**src/rtl/non_restoring_divider_signed.sv**
```systemverilog
// non_restoring_divider_signed: iterative signed/unsigned non-restoring divider, one quotient bit per cycle.
// Define DIVIDER_EARLY_OUT_EN to finish trivial divisions (x/0, MIN/-1, |dividend| < |divisor|) straight from IDLE.
module non_restoring_divider_signed #(
    parameter int DATA_WIDTH = 16
) (
    input  logic                  clk_i,
    input  logic                  rst_n_i,
    input  logic                  clk_en_i,
    input  logic [DATA_WIDTH-1:0] dividend_i,
    input  logic [DATA_WIDTH-1:0] divisor_i,
    input  logic                  signed_i,
    input  logic                  data_valid_i,
    output logic [DATA_WIDTH-1:0] quotient_o,
    output logic [DATA_WIDTH-1:0] remainder_o,
    output logic                  divide_by_zero_o,
    output logic                  overflow_o,
    output logic                  data_valid_o,
    output logic                  idle_o
);
    localparam int W = DATA_WIDTH;
    localparam int CW = $clog2(W + 1);
    localparam logic [W-1:0] MIN = {1'b1, {(W-1){1'b0}}};

    typedef enum logic [1:0] {IDLE, DIVIDE, RESTORE, DONE} state_t;

    state_t state, state_nx;
    logic [CW-1:0] cnt;
    logic [W:0] rem, rem_sh, rem_nx;
    logic [W-1:0] quot, dvs, dvd, dvd_mag, dvs_mag, r_mag;
    logic neg_q, neg_r, dz, ovf, dz_in, ovf_in, early, start;

    assign start   = state == IDLE && data_valid_i;
    assign dvd_mag = signed_i && dividend_i[W-1] ? -dividend_i : dividend_i;
    assign dvs_mag = signed_i && divisor_i[W-1] ? -divisor_i : divisor_i;
    assign dz_in   = divisor_i == '0;
    assign ovf_in  = signed_i && dividend_i == MIN && divisor_i == '1;
`ifdef DIVIDER_EARLY_OUT_EN
    // a zero dividend is covered by the magnitude compare (divisor 0 is dz)
    assign early = dz_in || ovf_in || dvd_mag < dvs_mag;
`else
    assign early = 1'b0;
`endif

    // W+1 bit partial remainder; wrap in the shifted value is harmless because
    // every post-add/subtract remainder lies in [-dvs, dvs-1]
    assign rem_sh = {rem[W-1:0], quot[W-1]};
    assign rem_nx = rem[W] ? rem_sh + {1'b0, dvs} : rem_sh - {1'b0, dvs};
    assign r_mag  = rem[W] ? rem[W-1:0] + dvs : rem[W-1:0];

    always_ff @(posedge clk_i) begin
        if (!rst_n_i)
            state <= IDLE;
        else if (clk_en_i)
            state <= state_nx;
    end

    always_comb begin
        state_nx = state;
        case (state)
            IDLE:    state_nx = data_valid_i ? (early ? DONE : DIVIDE) : IDLE;
            DIVIDE:  state_nx = cnt == CW'(W - 1) ? RESTORE : DIVIDE;
            RESTORE: state_nx = DONE;
            default: state_nx = IDLE;
        endcase
    end

    always_comb begin
        data_valid_o = state == DONE;
        idle_o       = state == IDLE;
    end

    always_ff @(posedge clk_i) begin
        if (!rst_n_i) begin
            cnt              <= '0;
            rem              <= '0;
            quot             <= '0;
            dvs              <= '0;
            dvd              <= '0;
            neg_q            <= 1'b0;
            neg_r            <= 1'b0;
            dz               <= 1'b0;
            ovf              <= 1'b0;
            quotient_o       <= '0;
            remainder_o      <= '0;
            divide_by_zero_o <= 1'b0;
            overflow_o       <= 1'b0;
        end else if (clk_en_i) begin
            if (start) begin
                dvs   <= dvs_mag;
                dvd   <= dividend_i;
                rem   <= '0;
                quot  <= dvd_mag;
                cnt   <= '0;
                neg_q <= signed_i && (dividend_i[W-1] ^ divisor_i[W-1]);
                neg_r <= signed_i && dividend_i[W-1];
                dz    <= dz_in;
                ovf   <= ovf_in;
            end
            if (start && early) begin
                quotient_o       <= dz_in ? '1 : ovf_in ? MIN : '0;
                remainder_o      <= ovf_in ? '0 : dividend_i;
                divide_by_zero_o <= dz_in;
                overflow_o       <= ovf_in;
            end
            if (state == DIVIDE) begin
                rem  <= rem_nx;
                quot <= {quot[W-2:0], ~rem_nx[W]};
                cnt  <= cnt + 1'b1;
            end
            if (state == RESTORE) begin
                quotient_o       <= dz ? '1 : ovf ? MIN : neg_q ? -quot : quot;
                remainder_o      <= dz ? dvd : ovf ? '0 : neg_r ? -r_mag : r_mag;
                divide_by_zero_o <= dz;
                overflow_o       <= ovf;
            end
        end
    end
endmodule

```
**config.mk**
```make
export PLATFORM = sky130hd
export DESIGN_NAME = non_restoring_divider_signed
export DESIGN_NICKNAME = d
export VERILOG_FILES = /design/src/rtl/non_restoring_divider_signed.sv
export SDC_FILE = /design/constraint.sdc
export NUM_CORES = 1
export LEC_CHECK = 0
export BUFFER_PORTS_ARGS = -buffer_cell sky130_fd_sc_hd__buf_4
export CORE_UTILIZATION = 55
export DETAILED_ROUTE_END_ITERATION = 10
export PLACE_DENSITY = 0.78
export SLEW_MARGIN = 20
export SYNTH_ARGS = -nofsm -noshare
export SYNTH_HDL_FRONTEND = slang
export SYNTH_SLANG_ARGS = --single-unit
```
**constraint.sdc**
```tcl
create_clock -name clk_i -period 3.86 [get_ports clk_i]
set_input_delay 0.579 -clock clk_i [delete_from_list [all_inputs] [get_ports clk_i]]
set_output_delay 0.579 -clock clk_i [all_outputs]
set_load 0.1 [all_outputs]
```
==> impl_results.md, run 1 <==
- Nets: 1097
- Routed via count: 7310
- Max_cap viols: 0
- Core Region: roughly 0.014 mm2
- Cells after Synth: 974
- Die area: 0.0147 mm2
- Seq. cell area: 0.00220 mm2
- Post-Route WL: approximately 20000 um
- Crit path DAT: 3780 ps
- CP max stage cell: or3b_2
- Lkg Pwr: about 0.0037 uW
- DRT iter0 DRCs: roughly 660
- R2R cell count: 16
- Dpl cell area: approximately 0.0084 mm2
- CP Cell Sequence: inv_1 > ha_1 > or3b_2 > nor3_2 > a21oi_1 > xor2_1 > ha_1 > a21o_1 > a21oi_1 > nor2b_1 > or2_2 > a2111oi_4 > o31ai_1 > o21ai_0 > xor2_1 > o21ai_0
- Die Height: 121 um
- Ant. Diodes: 0
- Setup crit start kind: flip-flop
- RePlAce Congestion: 0.907
- Post-route clock skew: 10.1 ps
- Primary FF master, synth: dfxtp_1
- Maximum vdd drop: 0.210 mV
- Post-Route Utilization: 0.630
- Fillers: approximately 1200
- Hold path depth: 2
- CTS max path bufs: 2
- Req. time, crit path: 4100 ps
- Clock Power Share: 0.312
- Clock buffer count from CTS: 9
- Slowest Stage Delay on Critical Path: 480 ps
- RSZ-0062 raised after global routing: no
- IO Count: 73
- 1st-pass router iterations: 5
- # DRC: 0
- Final setup viols: 0
- CTS clk-pin slew, worst paths: 80 ps
- H-tree levels: 3
- Worst reg-to-reg setup slack: between 300 and 400 ps
- Port Buf Inserts: 72
- Synth top area cells: dfxtp_1 28%, ha_1 6.3%, nand2_1 5.4%
- Largest net degree at the start of global routing: 97
- Total power: 3040 uW
- GRT Residual Overflow: 0
- Yosys warning total: 0
- Initial antenna violation count: 1
- Hold Crit Class: flip-flop to flip-flop
- Clock Latency Late Sink: 360 ps
- Asr flop ratio synth: 0
- HPWL Detailed: 15100 um
- Peak Freq: 0.282 GHz
- Ratio of cells with drive above 1 in the final layout: 0.147
- Switching part of the total: 0.343
- Vias per inst: 6.07
- Vias in the first global route: between 6000 and 7000
- Critical Path End Type: flip-flop
- Post-Synthesis Net Count: 1052
- Power share of the combinational group: 0.276
- Cell accounting for the most synthesized area: dfxtp_1
- Sequential power share: 0.411
- Yosys cell types: 82
- Synth Register Bits: 110
- Die Width: 121 um
- Crit Path Class: flip-flop to flip-flop
- Cell-internal power: 2000 uW
- CTS tree: built
- Hold Path Origin: dvd[5]
- Switching Power: 1040 uW
- Row count: 43
- EDFF count, synth: 0
- R2r startpoint: dvs[1]
- Commonest cells post-synth: 112 x nand2_1, 110 x dfxtp_1, 87 x nor2_1
- Most common cell in the netlist: nand2_1
- Critical path peak fanout: 5
- Fin crit share: 0.918
- Final Max Slew Viols: 0
- Worst slew pin tran: 878 ps
- Post-DR wirelength/cell: roughly 17 um
- Pwr dens: 347 mW/mm2
- Post-Syn Area: 0.00780 mm2
- Post-synthesis sequential area ratio: 0.282
- Cts hold-fix bufs: 0
- Fin crit period: 3540 ps
- Reg-to-reg endpoint: rem[15]
- Initial Utilization: 0.562
- Post-route cell area: just under 0.009 mm2
- Relative slew slack: 0.415
- Hold Fails Final Rpt: 0
- Top-area cell type share of the netlist area: 0.282
- Area Growth Syn to Fin: 12.1%
- Post-Route Setup TNS: 0 ps
- # clock sinks: 110
- Outcome: complete, no violations
- Hold Crit Endpoint: dvd[5]
- Area of the multi-input gates: 0.00524 mm2
- Gr usage total: 0.274
- First-pass GRT wire length: 31800 um
- Synth Area per Inst: 8.01 um2
- Root Buffer: clkbuf_16
- Post-route ant nets: 0
## kinds of logic (layout without fill, tap and decap cells)
logic type	after synthesis	count (layout)	share of synthesized area
xor gates and xnor gates	77	77	0.0884
AOI/OAI and AO/OA	277	277	0.261
adders and majority gates	41	41	0.0677
buffers and inverters	85	135	0.0496
and+or+nand+nor	376	376	0.239
DFF	110	110	0.282
muxes	8	8	0.0117
## per-layer routing
layer  track usage  vias up  part of all wire
met5             0        -           0.00065
met4        0.0764        2             0.014
met3        0.0432       26             0.080
met2         0.403      271              0.43
met1         0.409     3407              0.47
li1              -     3604                 -
## area by class of cell
type	count	share of cell area
clock inverters	7	0.00844
inverters	31	0.0133
multi-input cells	779	0.599
clock buffers	9	0.0258
repair buffers	88	0.0755
flip-flops and latches	110	0.252
well taps	180	0.0258
## worst max-delay path by stage
stage,end,start,slack [ps]
global placement,rem[15],dvs[0],40
floorplan,rem[15],dvs[1],270
global route,rem[15],dvs[1],50
finish,rem[15],dvs[1],320
detailed placement,rem[15],dvs[0],-140
CTS,rem[15],dvs[0],150
## per-stage QoR
step | setup slack, ps | hold WS, ps | cells
2_1_floorplan | 271 | 439 | 974
3_3_place_gp | 42.6 | 448 | 1188
3_5_place_dp | -141 | 458 | 1188
4_1_cts | 153 | 470 | 1204
5_1_grt | 51.3 | 482 | 1204
6_report | 316 | 466 | 1204
## timing repair
action / in CTS / in global routing
setup endpoints to repair: 2 / 2
buffers inserted: 0 / 0
resized for setup: 2 / 2
## placed cells by master (no fill, tap or decap), types with 20 or more instances in the layout
cell type  count
nand2_1      112
dfxtp_1      110
buf_4         88
nor2_1        86
a21oi_1       55
o21ai_0       52
nor2b_1       44
xor2_1        43
ha_1          39
xnor2_1       33
inv_1         31
nand3_1       28
a21boi_0      27
nor3_1        21
o211a_1       20
## critical path: cells and delay by family, from the launching register on
kind | cells | cell delay [ps]
XOR/XNOR | 2 | 310
flip-flops | 1 | 320
adder cells (fa/ha/maj) | 2 | 520
AO/OA/AOI/OAI | 7 | 1160
AND/OR/NAND/NOR | 4 | 1070
buffers and inverters | 1 | 60
## power by group through the flow
stage          Combinational [uW]  Sequential [uW]  Clock (uW)
2_1_floorplan                 646             1250           0
5_1_grt                       928             1260        1010
3_5_place_dp                  818             1270           0
4_1_cts                       824             1250         966
3_3_place_gp                  804             1270           0
6_report                      839             1250         949
## sequential cells by signal, indices dropped and copies added, names as in the netlist, 2 cells and up
name	count
state	2
remainder_o	16
rem	17
quot	16
dvs	16
dvd	16
cnt	5
quotient_o	16
No activity file was read; power rests on OpenSTA's default activity.
==> inputs of run 2 (changes only) <==
--- a/config.mk
+++ b/config.mk
@@ -9,6 +9,8 @@
 export CORE_UTILIZATION = 55
 export DETAILED_ROUTE_END_ITERATION = 10
 export PLACE_DENSITY = 0.78
+export REMOVE_ABC_BUFFERS = 1
+export SETUP_SLACK_MARGIN = 0.02
 export SLEW_MARGIN = 20
 export SYNTH_ARGS = -nofsm -noshare
 export SYNTH_HDL_FRONTEND = slang
==> constraint.sdc (replaced) <==
create_clock -name clk_i -period 3.86 [get_ports clk_i]
set_input_delay 0.579 -clock clk_i [delete_from_list [all_inputs] [get_ports clk_i]]
set_output_delay 0.579 -clock clk_i [all_outputs]
set_load 0.02 [all_outputs]
==> impl_results.md, run 2 (same netlist as run 1, synthesis figures left out) <==
- Outcome: complete, no violations (unchanged)
- Cell-internal power: 2120 uW (was 2000 uW)
- Power share of the combinational group: 0.269 (was 0.276)
- CTS max path bufs: 2 (unchanged)
- Lkg Pwr: 0.00370 uW (was 0.00371 uW)
- IO Count: 73 (unchanged)
- GRT Residual Overflow: 0 (unchanged)
- Fin crit period: 3490 ps (was 3540 ps)
- Critical Path End Type: flip-flop (unchanged)
- Post-Route Setup TNS: 0 ps (unchanged)
- CP Cell Sequence: inv_1 > ha_1 > or3b_2 > nor3_2 > a21oi_1 > xor2_1 > ha_1 > a21o_1 > a21oi_1 > nor2b_1 > or2_2 > a2111oi_4 > o31ai_1 > o21ai_0 > xor2_1 > o21ai_0 (unchanged)
- Hold Crit Class: flip-flop to flip-flop (unchanged)
- Req. time, crit path: 4110 ps (was 4100 ps)
- Nets: 1095 (was 1097)
- Port Buf Inserts: 72 (unchanged)
- 1st-pass router iterations: 5 (unchanged)
- CTS tree: built (unchanged)
- CTS clk-pin slew, worst paths: 70 ps (was 80 ps)
- Post CTS Setup Buffer Count: 0 (unchanged)
- Relative slew slack: 0.468 (was 0.415)
- RePlAce Congestion: 0.913 (was 0.907)
- H-tree levels: 3 (unchanged)
- Fin crit share: 0.905 (was 0.918)
- Crit Path Class: flip-flop to flip-flop (unchanged)
- # clock sinks: 110 (unchanged)
- Clock buffer count from CTS: 9 (unchanged)
- Initial antenna violation count: 0 (was 1)
- Die Height: 121 um (unchanged)
- Die Width: 121 um (unchanged)
- Most frequent cells in the layout: 112 x nand2_1, 110 x dfxtp_1, 86 x nor2_1, 86 x buf_4, 55 x a21oi_1 (was 112 x nand2_1, 110 x dfxtp_1, 88 x buf_4)
- Switching Power: 962 uW (was 1040 uW)
- Area of the multi-input gates: 0.00524 mm2 (unchanged)
- Routed via count: 7253 (was 7310)
- Pwr dens: 352 mW/mm2 (was 347 mW/mm2)
- Initial Utilization: 0.562 (unchanged)
- Top Family by Delay on Critical Path: compound AO/OA/AOI/OAI gates (unchanged)
- Root Buffer: clkbuf_16 (unchanged)
- Sequential power share: 0.405 (was 0.411)
- Cts hold-fix bufs: 0 (unchanged)
- Worst slew pin tran: 797 ps (was 878 ps)
- Clock Latency Late Sink: 360 ps (about the same)
- Biggest register: rem (unchanged)
- Seq. cell area: 0.00220 mm2 (unchanged)
- Vias in the first global route: 6403 (was 6249)
- Clock Power Share: 0.327 (was 0.312)
- Dpl cell area: 0.00841 mm2 (was 0.00842 mm2)
- Final setup viols: 0 (unchanged)
- Post-DR wirelength/cell: 16.1 um (was 16.6 um)
- Switching part of the total: 0.312 (was 0.343)
- Gr usage total: 0.272 (was 0.274)
- Critical path peak fanout: 5 (unchanged)
- Row count: 43 (unchanged)
- Post-route cell area: 0.00875 mm2 (about the same)
- Final Max Slew Viols: 0 (unchanged)
- Worst path bufs/invs: 1 (unchanged)
- Hold Fails Final Rpt: 0 (unchanged)
- Ratio of cells with drive above 1 in the final layout: 0.143 (was 0.147)
- Peak Freq: 0.286 GHz (was 0.282 GHz)
- # DRC: 0 (unchanged)
- RSZ-0062 raised after global routing: no (unchanged)
- Post-route ant nets: 0 (unchanged)
- Post-Route WL: 19400 um (was 20000 um)
- Commonest non-fill, non-tap cell in the layout: nand2_1 (unchanged)
- First-pass GRT wire length: 31600 um (was 31800 um)
- Max_cap viols: 0 (unchanged)
- Ant. Diodes: 0 (unchanged)
- Post-route clock skew: 7.28 ps (was 10.1 ps)
- Vias per inst: 6.03 (was 6.07)
- Die area: 0.0147 mm2 (unchanged)
- Setup crit start kind: flip-flop (unchanged)
- Maximum vdd drop: 0.250 mV (was 0.210 mV)
- Slowest Stage Delay on Critical Path: 480 ps (about the same)
- DRT iter0 DRCs: 631 (was 661)
- Fillers: 1207 (was 1212)
- Worst hold margin: 466 ps (about the same)
- Core Region: 0.0139 mm2 (unchanged)
- Area Growth Syn to Fin: 12.2% (was 12.1%)
- Crit path DAT: 3740 ps (was 3780 ps)
- CP max stage cell: or3b_2 (unchanged)
- Max reg flops: 17 (unchanged)
- HPWL Detailed: 14500 um (was 15100 um)
- Largest net degree at the start of global routing: 85 (was 97)
-- run 2: changes by cell type in the layout (fill, tap and decap cells not counted), sizes merged --
cell	change
buf	-2
inv	-4
clkinv	-2
clkbuf	+4
bufinv	+2
-- run 2: per-stage QoR --
step / std cells / total power (uW) / utilization / setup slack (ps)
finish: 1202 / 3080 / 0.630 / 367
CTS: 1202 / 3080 / 0.629 / 62.6
global route: 1202 / 3240 / 0.630 / 67.1
global placement: 1186 / 2060 / 0.606 / 65.1
floorplan: 920 / 1850 / - / -4020
detailed placement: 1186 / 2080 / 0.606 / -42.9
-- run 2: power by group through the flow --
stage	clock network (uW)	logic (uW)	registers [uW]
floorplan	0	593	1260
global placement	0	796	1270
detailed placement	0	809	1270
CTS	1020	814	1240
global route	1070	923	1250
finish	1010	827	1250
-- run 2: tightest hold or removal path, stage by stage (launching register included) --
cell and delay [ps]:
dfxtp_1 310, nand2_1 40, a21boi_0 60
-- run 2: repair_timing --
action,in CTS,in global routing
hold endpoints to repair,0,0
gates cloned,0,0
resized for setup,1,3
endpoints found under the setup margin,2,3
-- run 2: final cells by class --
| class | count | share of cell area |
|---|---|---|
| clock buffer | 13 | 0.0286 |
| multi-input combinational | 779 | 0.599 |
| timing repair buffer | 86 | 0.0738 |
| clock inverter | 3 | 0.00772 |
| sequential | 110 | 0.252 |
| tap | 180 | 0.0257 |
| inverter | 31 | 0.0133 |
-- run 2: final timing paths --
path / from / to / slack [ps] / cells past startpoint
setup / recovery: dvs[1] / rem[15] / 370 / 16
hold / removal: dvd[10] / dvd[10] / 470 / 2
setup reg to reg: dvs[1] / rem[15] / 370 / 16
hold reg to reg: dvd[10] / dvd[10] / 470 / 2
-- run 2: metal layers --
layer  up-vias  part of all wire  global-route usage
met2       200              0.47               0.449
met5         -                 0                   0
met4         0             0.016              0.0787
met1      3431              0.46               0.362
met3        24             0.057              0.0442
li1       3598                 -                   -
